--- config.mk ---
export PLATFORM = sky130hd
export DESIGN_NAME = ring_uart_tx
export DESIGN_NICKNAME = d
export VERILOG_FILES = /design/src/rtl/ring_uart_tx.sv
export SDC_FILE = /design/constraint.sdc
export NUM_CORES = 1
export LEC_CHECK = 0
export CAP_MARGIN = 5
export CORE_UTILIZATION = 54
export DETAILED_ROUTE_END_ITERATION = 7
export PLACE_DENSITY = 0.86
export REMOVE_ABC_BUFFERS = 1
export SKIP_LAST_GASP = 1
export SYNTH_ARGS = -nofsm -noshare
export SYNTH_HDL_FRONTEND = slang
export SYNTH_SLANG_ARGS = --single-unit
--- constraint.sdc ---
create_clock -name clk -period 4.4 [get_ports clk]
set_input_delay 0.88 -clock clk [delete_from_list [all_inputs] [get_ports clk]]
set_output_delay 0.88 -clock clk [all_outputs]
set_load 0.01 [all_outputs]
--- src/rtl/ring_uart_tx.sv ---
// Pops bytes from an external ring buffer and serializes them as 8N1-style UART frames.
// Every output is registered: each is computed from the next state and loaded on the same edge as the state.
module ring_uart_tx #(
    parameter int DATA_WIDTH   = 8,
    parameter int CLKS_PER_BIT = 4,
    parameter int ACK_TIMEOUT  = 4
) (
    input  logic                  clk,
    input  logic                  reset,
    input  logic                  txEnable,
    input  logic [31:0]           bufferLength,
    output logic                  readEnable,
    input  logic                  dataReadAck,
    input  logic [DATA_WIDTH-1:0] dataRead,
    output logic                  txOut,
    output logic                  busy,
    output logic [31:0]           bytesSent,
    output logic [2:0]            o_dbg_state
);

    localparam logic [2:0] S_IDLE  = 3'd0;
    localparam logic [2:0] S_REQ   = 3'd1;
    localparam logic [2:0] S_WAIT  = 3'd2;
    localparam logic [2:0] S_START = 3'd3;
    localparam logic [2:0] S_DATA  = 3'd4;
    localparam logic [2:0] S_STOP  = 3'd5;

    localparam int BIT_W = (DATA_WIDTH > 1) ? $clog2(DATA_WIDTH) : 1;
    localparam int TO_W  = (ACK_TIMEOUT > 1) ? $clog2(ACK_TIMEOUT) : 1;

    localparam logic [15:0]      CLK_LAST = 16'(CLKS_PER_BIT - 1);
    localparam logic [BIT_W-1:0] BIT_LAST = BIT_W'(DATA_WIDTH - 1);
    localparam logic [TO_W-1:0]  TO_LAST  = TO_W'(ACK_TIMEOUT - 1);

    logic [2:0]            r_state;
    logic [15:0]           r_clk_cnt;
    logic [BIT_W-1:0]      r_bit_cnt;
    logic [TO_W-1:0]       r_to_cnt;
    logic [DATA_WIDTH-1:0] r_shift;
    logic [31:0]           r_bytes;
    logic                  r_read_en;
    logic                  r_tx;
    logic                  r_busy;

    logic [2:0]            w_state_next;
    logic [15:0]           w_clk_next;
    logic [BIT_W-1:0]      w_bit_next;
    logic [TO_W-1:0]       w_to_next;
    logic [DATA_WIDTH-1:0] w_shift_next;
    logic [31:0]           w_bytes_next;
    logic                  w_tx_next;

    // Read handshake: readEnable is a one-cycle pop request; the buffer answers with
    // dataReadAck (dataRead valid) during WAIT. Acks seen in any other state are ignored.
    always_comb begin
        w_state_next = r_state;
        w_clk_next   = r_clk_cnt;
        w_bit_next   = r_bit_cnt;
        w_to_next    = r_to_cnt;
        w_shift_next = r_shift;
        w_bytes_next = r_bytes;
        case (r_state)
            S_IDLE: begin
                if (txEnable && (bufferLength != 32'd0)) begin
                    w_state_next = S_REQ;
                end
            end
            S_REQ: begin
                w_state_next = S_WAIT;
                w_to_next    = '0;
            end
            S_WAIT: begin
                if (dataReadAck) begin
                    w_shift_next = dataRead;
                    w_clk_next   = '0;
                    w_state_next = S_START;
                end else if (r_to_cnt == TO_LAST) begin
                    w_state_next = S_IDLE;
                end else begin
                    w_to_next = r_to_cnt + TO_W'(1);
                end
            end
            S_START: begin
                if (r_clk_cnt == CLK_LAST) begin
                    w_clk_next   = '0;
                    w_bit_next   = '0;
                    w_state_next = S_DATA;
                end else begin
                    w_clk_next = r_clk_cnt + 16'd1;
                end
            end
            S_DATA: begin
                if (r_clk_cnt == CLK_LAST) begin
                    w_clk_next   = '0;
                    w_shift_next = r_shift >> 1;
                    if (r_bit_cnt == BIT_LAST) begin
                        w_state_next = S_STOP;
                    end else begin
                        w_bit_next = r_bit_cnt + BIT_W'(1);
                    end
                end else begin
                    w_clk_next = r_clk_cnt + 16'd1;
                end
            end
            S_STOP: begin
                if (r_clk_cnt == CLK_LAST) begin
                    w_clk_next   = '0;
                    w_bytes_next = r_bytes + 32'd1;
                    w_state_next = S_IDLE;
                end else begin
                    w_clk_next = r_clk_cnt + 16'd1;
                end
            end
            default: begin
                w_state_next = S_IDLE;
            end
        endcase
    end

    // The line level for the coming cycle: the shift register LSB is the current data bit.
    always_comb begin
        w_tx_next = 1'b1;
        if (w_state_next == S_START) begin
            w_tx_next = 1'b0;
        end else if (w_state_next == S_DATA) begin
            w_tx_next = w_shift_next[0];
        end
    end

    always_ff @(posedge clk) begin
        if (reset) begin
            r_state   <= S_IDLE;
            r_clk_cnt <= '0;
            r_bit_cnt <= '0;
            r_to_cnt  <= '0;
            r_shift   <= '0;
            r_bytes   <= '0;
            r_read_en <= 1'b0;
            r_tx      <= 1'b1;
            r_busy    <= 1'b0;
        end else begin
            r_state   <= w_state_next;
            r_clk_cnt <= w_clk_next;
            r_bit_cnt <= w_bit_next;
            r_to_cnt  <= w_to_next;
            r_shift   <= w_shift_next;
            r_bytes   <= w_bytes_next;
            r_read_en <= (w_state_next == S_REQ);
            r_tx      <= w_tx_next;
            r_busy    <= (w_state_next != S_IDLE);
        end
    end

    assign readEnable  = r_read_en;
    assign txOut       = r_tx;
    assign busy        = r_busy;
    assign bytesSent   = r_bytes;
    assign o_dbg_state = r_state;

endmodule

==> impl_metrics.env <==
export IMPL_filler_cell_count=458
export IMPL_grt_first_pass_wirelength_microns=13800
export IMPL_cts_root_buffer="sky130_fd_sc_hd__clkbuf_8"
export IMPL_ys_seq_elements=67
export IMPL_number_of_distinct_standard_cells_referenced_by_the_synthesized_netlist=48
export IMPL_hold_path_depth=1
export IMPL_status="complete, no violations"
export IMPL_post_drt_via_cell_ratio=6.07
export IMPL_area_growth_pct=30.4
export IMPL_layout_area_seq_sq_um=1340
export IMPL_die_height_microns=81.4
export IMPL_synth_edff_count=0
export IMPL_detailedPlace_worstSlack_ps=1640
export IMPL_critical_path_top_delay_family="simple AND/OR/NAND/NOR gates"
export IMPL_floorplan_io_pins=82
export IMPL_worstSetupPathType="flip-flop to flip-flop"
export IMPL_timing_critical_path_arrival_ps=3000
export IMPL_grt_antenna_before_repair=0
export IMPL_min_period_over_period=0.622
export IMPL_final_setup_skew_ps=9.61
export IMPL_ys_seq_area_frac=0.394
export IMPL_globalRoute_totalOverflow=0
export IMPL_ys_warnings_count=0
export IMPL_timing_setup_tns_ps=0
export IMPL_wire_per_inst_microns=15.1
export IMPL_cts_made_buffers=9
export IMPL_synth_top_cell_area_share=0.394
export IMPL_setup_repair_after_global_routing_missed_its_margin="no"
export IMPL_core_area_sq_um=5990
export IMPL_clock_path_buffers=2
export IMPL_detailroute_via_count=3373
export IMPL_clock_pin_slew_worst_setup_and_hold_paths_ps=70
export IMPL_synthArstFlopShare=0
export IMPL_globalRouteTotalUtil=0.269
export IMPL_fp_row_count=28
export IMPL_antennaDiodeCount=0
export IMPL_timing_critical_path_to_type="flip-flop"
export IMPL_antenna_left=0
export IMPL_die_w_microns=81.4
export IMPL_final_hold_viol_count=0
export IMPL_power_density_nw_per_um2=307
export IMPL_cp_slowest_stage_delay_ps=740
export IMPL_multi_input_comb_area_sq_um=1890
export IMPL_slew_viol_final=0
export IMPL_maxCapViolCount=0
export IMPL_syn_area_per_cell_sq_um=8.32
export IMPL_hold_path_end="r_shift[2]"
export IMPL_grt_pass1_vias=3176
export IMPL_hold_path_startpoint="r_shift[2]"
export IMPL_tritoncts_clock_tree="done"
export IMPL_post_cts_buffers=0
export IMPL_cts_sinks=67
export IMPL_classification_of_the_worst_slack_hold_path="flip-flop to flip-flop"
export IMPL_layoutNonFillerInstCount=556
export IMPL_place_congestion=0.815
export IMPL_first_pass_iters=5
export IMPL_drt_initial_drc_count=251
export IMPL_reg2reg_depth=4
export IMPL_reg2reg_setup_slack_ps=1660
export IMPL_detailedPlacementHpwl_microns=5760
export IMPL_irDropWorstVdd_uv=244
export IMPL_worstPathBufferInverterCount=0
export IMPL_number_of_nets_at_the_end_of_the_flow=525
export IMPL_crit_path_start_kind="flip-flop"
export IMPL_worstReg2RegStart="o_dbg_state[2]"
export IMPL_ctsHtreeMaxLevel=3
export IMPL_grt_max_degree=31
export IMPL_crit_path_cells="nor2b_1 -> nand4_4 -> or4_1 -> a21oi_1"
export IMPL_synth_cells=409
export IMPL_cts_hold_buffers=0
export IMPL_setup_viol_count_final=0
export IMPL_clk_lat_worst_skew_ps=330
export IMPL_leakagePower_nw=1.44
export IMPL_slowest_stage="sky130_fd_sc_hd__nor2b_1"
export IMPL_final_layout_size_suffix_gt1_frac=0.0520
export IMPL_postLayoutCoreUtil=0.741
export IMPL_routed_wl_microns=8420
export IMPL_timing_final_crit_period_ps=2740
export IMPL_synth_area_top_cells="sky130_fd_sc_hd__dfxtp_1 (39%), sky130_fd_sc_hd__a21oi_1 (5.9%), sky130_fd_sc_hd__nor2_1 (3.6%), sky130_fd_sc_hd__xnor2_1 (3.6%), sky130_fd_sc_hd__o31ai_1 (3.3%)"
export IMPL_critical_path_reg2reg_endpoint="bytesSent[24]"
export IMPL_drc_errors=0
export IMPL_relSlewSlack=0.446
export IMPL_mappedNetlistArea_sq_um=3400
export IMPL_yosys_area_top_type="sky130_fd_sc_hd__dfxtp_1"
export IMPL_crit_fanout=24
export IMPL_cts_resized=0
export IMPL_timing_worst_slew_pin_value_ps=829
export IMPL_fmaxAchievable_mhz=365
export IMPL_numPortBuffers=81
export IMPL_worst_ep_required_time_ps=4660
export IMPL_floorplan_initialDensity=0.568
export IMPL_design_die_area_sq_um=6620
export IMPL_postLayoutSetupSlackWorst_ps=1660
export IMPL_synth_ff_type="sky130_fd_sc_hd__dfxtp_1"
export IMPL_dp_cells=540
[kinds of logic (layout without fill, tap and decap cells)]
group / Yosys count / after routing / share of synthesized area
flip-flops: 67 / 67 / 0.394
buffers and inverters: 38 / 110 / 0.0493
AO/OA/AOI/OAI: 103 / 103 / 0.188
multiplexers: 7 / 7 / 0.0210
XOR/XNOR: 16 / 16 / 0.0412
adder cells (fa/ha/maj): 5 / 5 / 0.0184
AND/OR/NAND/NOR: 173 / 173 / 0.288
[through the flow]
stage               hold slack [ps]  total power [mW]  cell area (sq um)
finish                          474              1.36               4440
global route                    489              1.41               4440
CTS                             474              1.37               4440
detailed placement              453             0.750               4200
global placement                447             0.748               4200
floorplan                       433             0.680               3270
[layer usage]
metal  routed length [microns]  vias to the layer above  global-route usage
met5                         0                        -                   0
met4                       149                        0               0.123
met3                       422                       18              0.0449
met2                      4320                       97               0.483
met1                      3530                     1600               0.308
li1                          -                     1658                   -
[worst reg2reg max path: cells and delay by family, from the launching register on]
| kind | cells | cell delay, ps |
|---|---|---|
| AND/OR/NAND/NOR | 3 | 1830 |
| AO/OA/AOI/OAI | 1 | 170 |
| flip-flops | 1 | 680 |
[state kept, by name (all words and copies together) (netlist names)]
register	cells
txOut	1
bytesSent	32
readEnable	1
r_to_cnt	2
busy	1
r_shift	8
o_dbg_state	3
r_bit_cnt	3
r_clk_cnt	16
[cells in the mapped netlist, types with 2 or more instances]
| library cell | count |
|---|---|
| sky130_fd_sc_hd__a211oi_1 | 3 |
| sky130_fd_sc_hd__a21oi_1 | 40 |
| sky130_fd_sc_hd__a22o_1 | 2 |
| sky130_fd_sc_hd__a22oi_1 | 7 |
| sky130_fd_sc_hd__and3_1 | 10 |
| sky130_fd_sc_hd__and4_1 | 2 |
| sky130_fd_sc_hd__buf_1 | 3 |
| sky130_fd_sc_hd__buf_2 | 5 |
| sky130_fd_sc_hd__buf_6 | 2 |
| sky130_fd_sc_hd__clkbuf_1 | 17 |
| sky130_fd_sc_hd__dfxtp_1 | 67 |
| sky130_fd_sc_hd__ha_1 | 5 |
| sky130_fd_sc_hd__inv_1 | 10 |
| sky130_fd_sc_hd__mux2i_1 | 6 |
| sky130_fd_sc_hd__nand2_1 | 23 |
| sky130_fd_sc_hd__nand2b_1 | 4 |
| sky130_fd_sc_hd__nand3_1 | 14 |
| sky130_fd_sc_hd__nand3b_1 | 2 |
| sky130_fd_sc_hd__nand4_1 | 11 |
| sky130_fd_sc_hd__nor2_1 | 33 |
| sky130_fd_sc_hd__nor2b_1 | 5 |
| sky130_fd_sc_hd__nor3_1 | 12 |
| sky130_fd_sc_hd__nor4_1 | 16 |
| sky130_fd_sc_hd__nor4b_1 | 7 |
| sky130_fd_sc_hd__o21a_1 | 2 |
| sky130_fd_sc_hd__o21ai_0 | 20 |
| sky130_fd_sc_hd__o2bb2ai_1 | 6 |
| sky130_fd_sc_hd__o31ai_1 | 15 |
| sky130_fd_sc_hd__or3_1 | 13 |
| sky130_fd_sc_hd__or4_1 | 15 |
| sky130_fd_sc_hd__xnor2_1 | 14 |
| sky130_fd_sc_hd__xor2_1 | 2 |
[how the worst max path moves through the flow]
stage | end | startpoint | slack, ps | depth (start not counted)
after floorplan | bytesSent[31] | o_dbg_state[2] | 1860 | 4
after global placement | r_clk_cnt[6] | dataReadAck | 1710 | 6
after detailed placement | r_clk_cnt[6] | dataReadAck | 1640 | 6
after CTS | o_dbg_state[0] | o_dbg_state[0] | 1720 | 1
after global routing | bytesSent[24] | o_dbg_state[2] | 1440 | 4
final | bytesSent[24] | o_dbg_state[2] | 1660 | 4
[area by class of cell]
class / instances / share of cell area
well taps: 75 / 0.0211
clock buffers: 12 / 0.0327
multi-input cells: 304 / 0.427
repair buffers: 84 / 0.187
inverters: 10 / 0.00846
flip-flops and latches: 67 / 0.302
clock inverters: 4 / 0.0220
[power breakdown]
group,internal (mW),total [mW],switching [mW]
combinational,0.0620,0.112,0.0497
sequential,0.615,0.628,0.0130
clock,0.393,0.623,0.230
[layout by cell type, fill, tap and decap left out, types with 2 or more instances in the layout]
cell type and count:
sky130_fd_sc_hd__nor3_1 12, sky130_fd_sc_hd__xnor2_1 14, sky130_fd_sc_hd__nand2_1 23, sky130_fd_sc_hd__o2bb2ai_1 6, sky130_fd_sc_hd__o31ai_1 15, sky130_fd_sc_hd__xor2_1 2
sky130_fd_sc_hd__nor4b_1 7, sky130_fd_sc_hd__nand2b_1 4, sky130_fd_sc_hd__a21oi_1 40, sky130_fd_sc_hd__nand4_1 11, sky130_fd_sc_hd__or4_1 15, sky130_fd_sc_hd__bufinv_16 3
sky130_fd_sc_hd__mux2i_1 6, sky130_fd_sc_hd__and4_1 2, sky130_fd_sc_hd__o21ai_0 20, sky130_fd_sc_hd__a22o_1 2, sky130_fd_sc_hd__nand3_1 14, sky130_fd_sc_hd__nor4_1 16
sky130_fd_sc_hd__dfxtp_1 67, sky130_fd_sc_hd__clkdlybuf4s50_1 80, sky130_fd_sc_hd__a22oi_1 7, sky130_fd_sc_hd__ha_1 5, sky130_fd_sc_hd__nand3b_1 2, sky130_fd_sc_hd__clkbuf_8 10
sky130_fd_sc_hd__clkbuf_1 2, sky130_fd_sc_hd__inv_1 10, sky130_fd_sc_hd__nor2_1 33, sky130_fd_sc_hd__nor2b_1 5, sky130_fd_sc_hd__buf_4 3, sky130_fd_sc_hd__o21a_1 2
sky130_fd_sc_hd__or3_1 13, sky130_fd_sc_hd__a211oi_1 3, sky130_fd_sc_hd__and3_1 10
No activity file was read; power rests on OpenSTA's default activity.
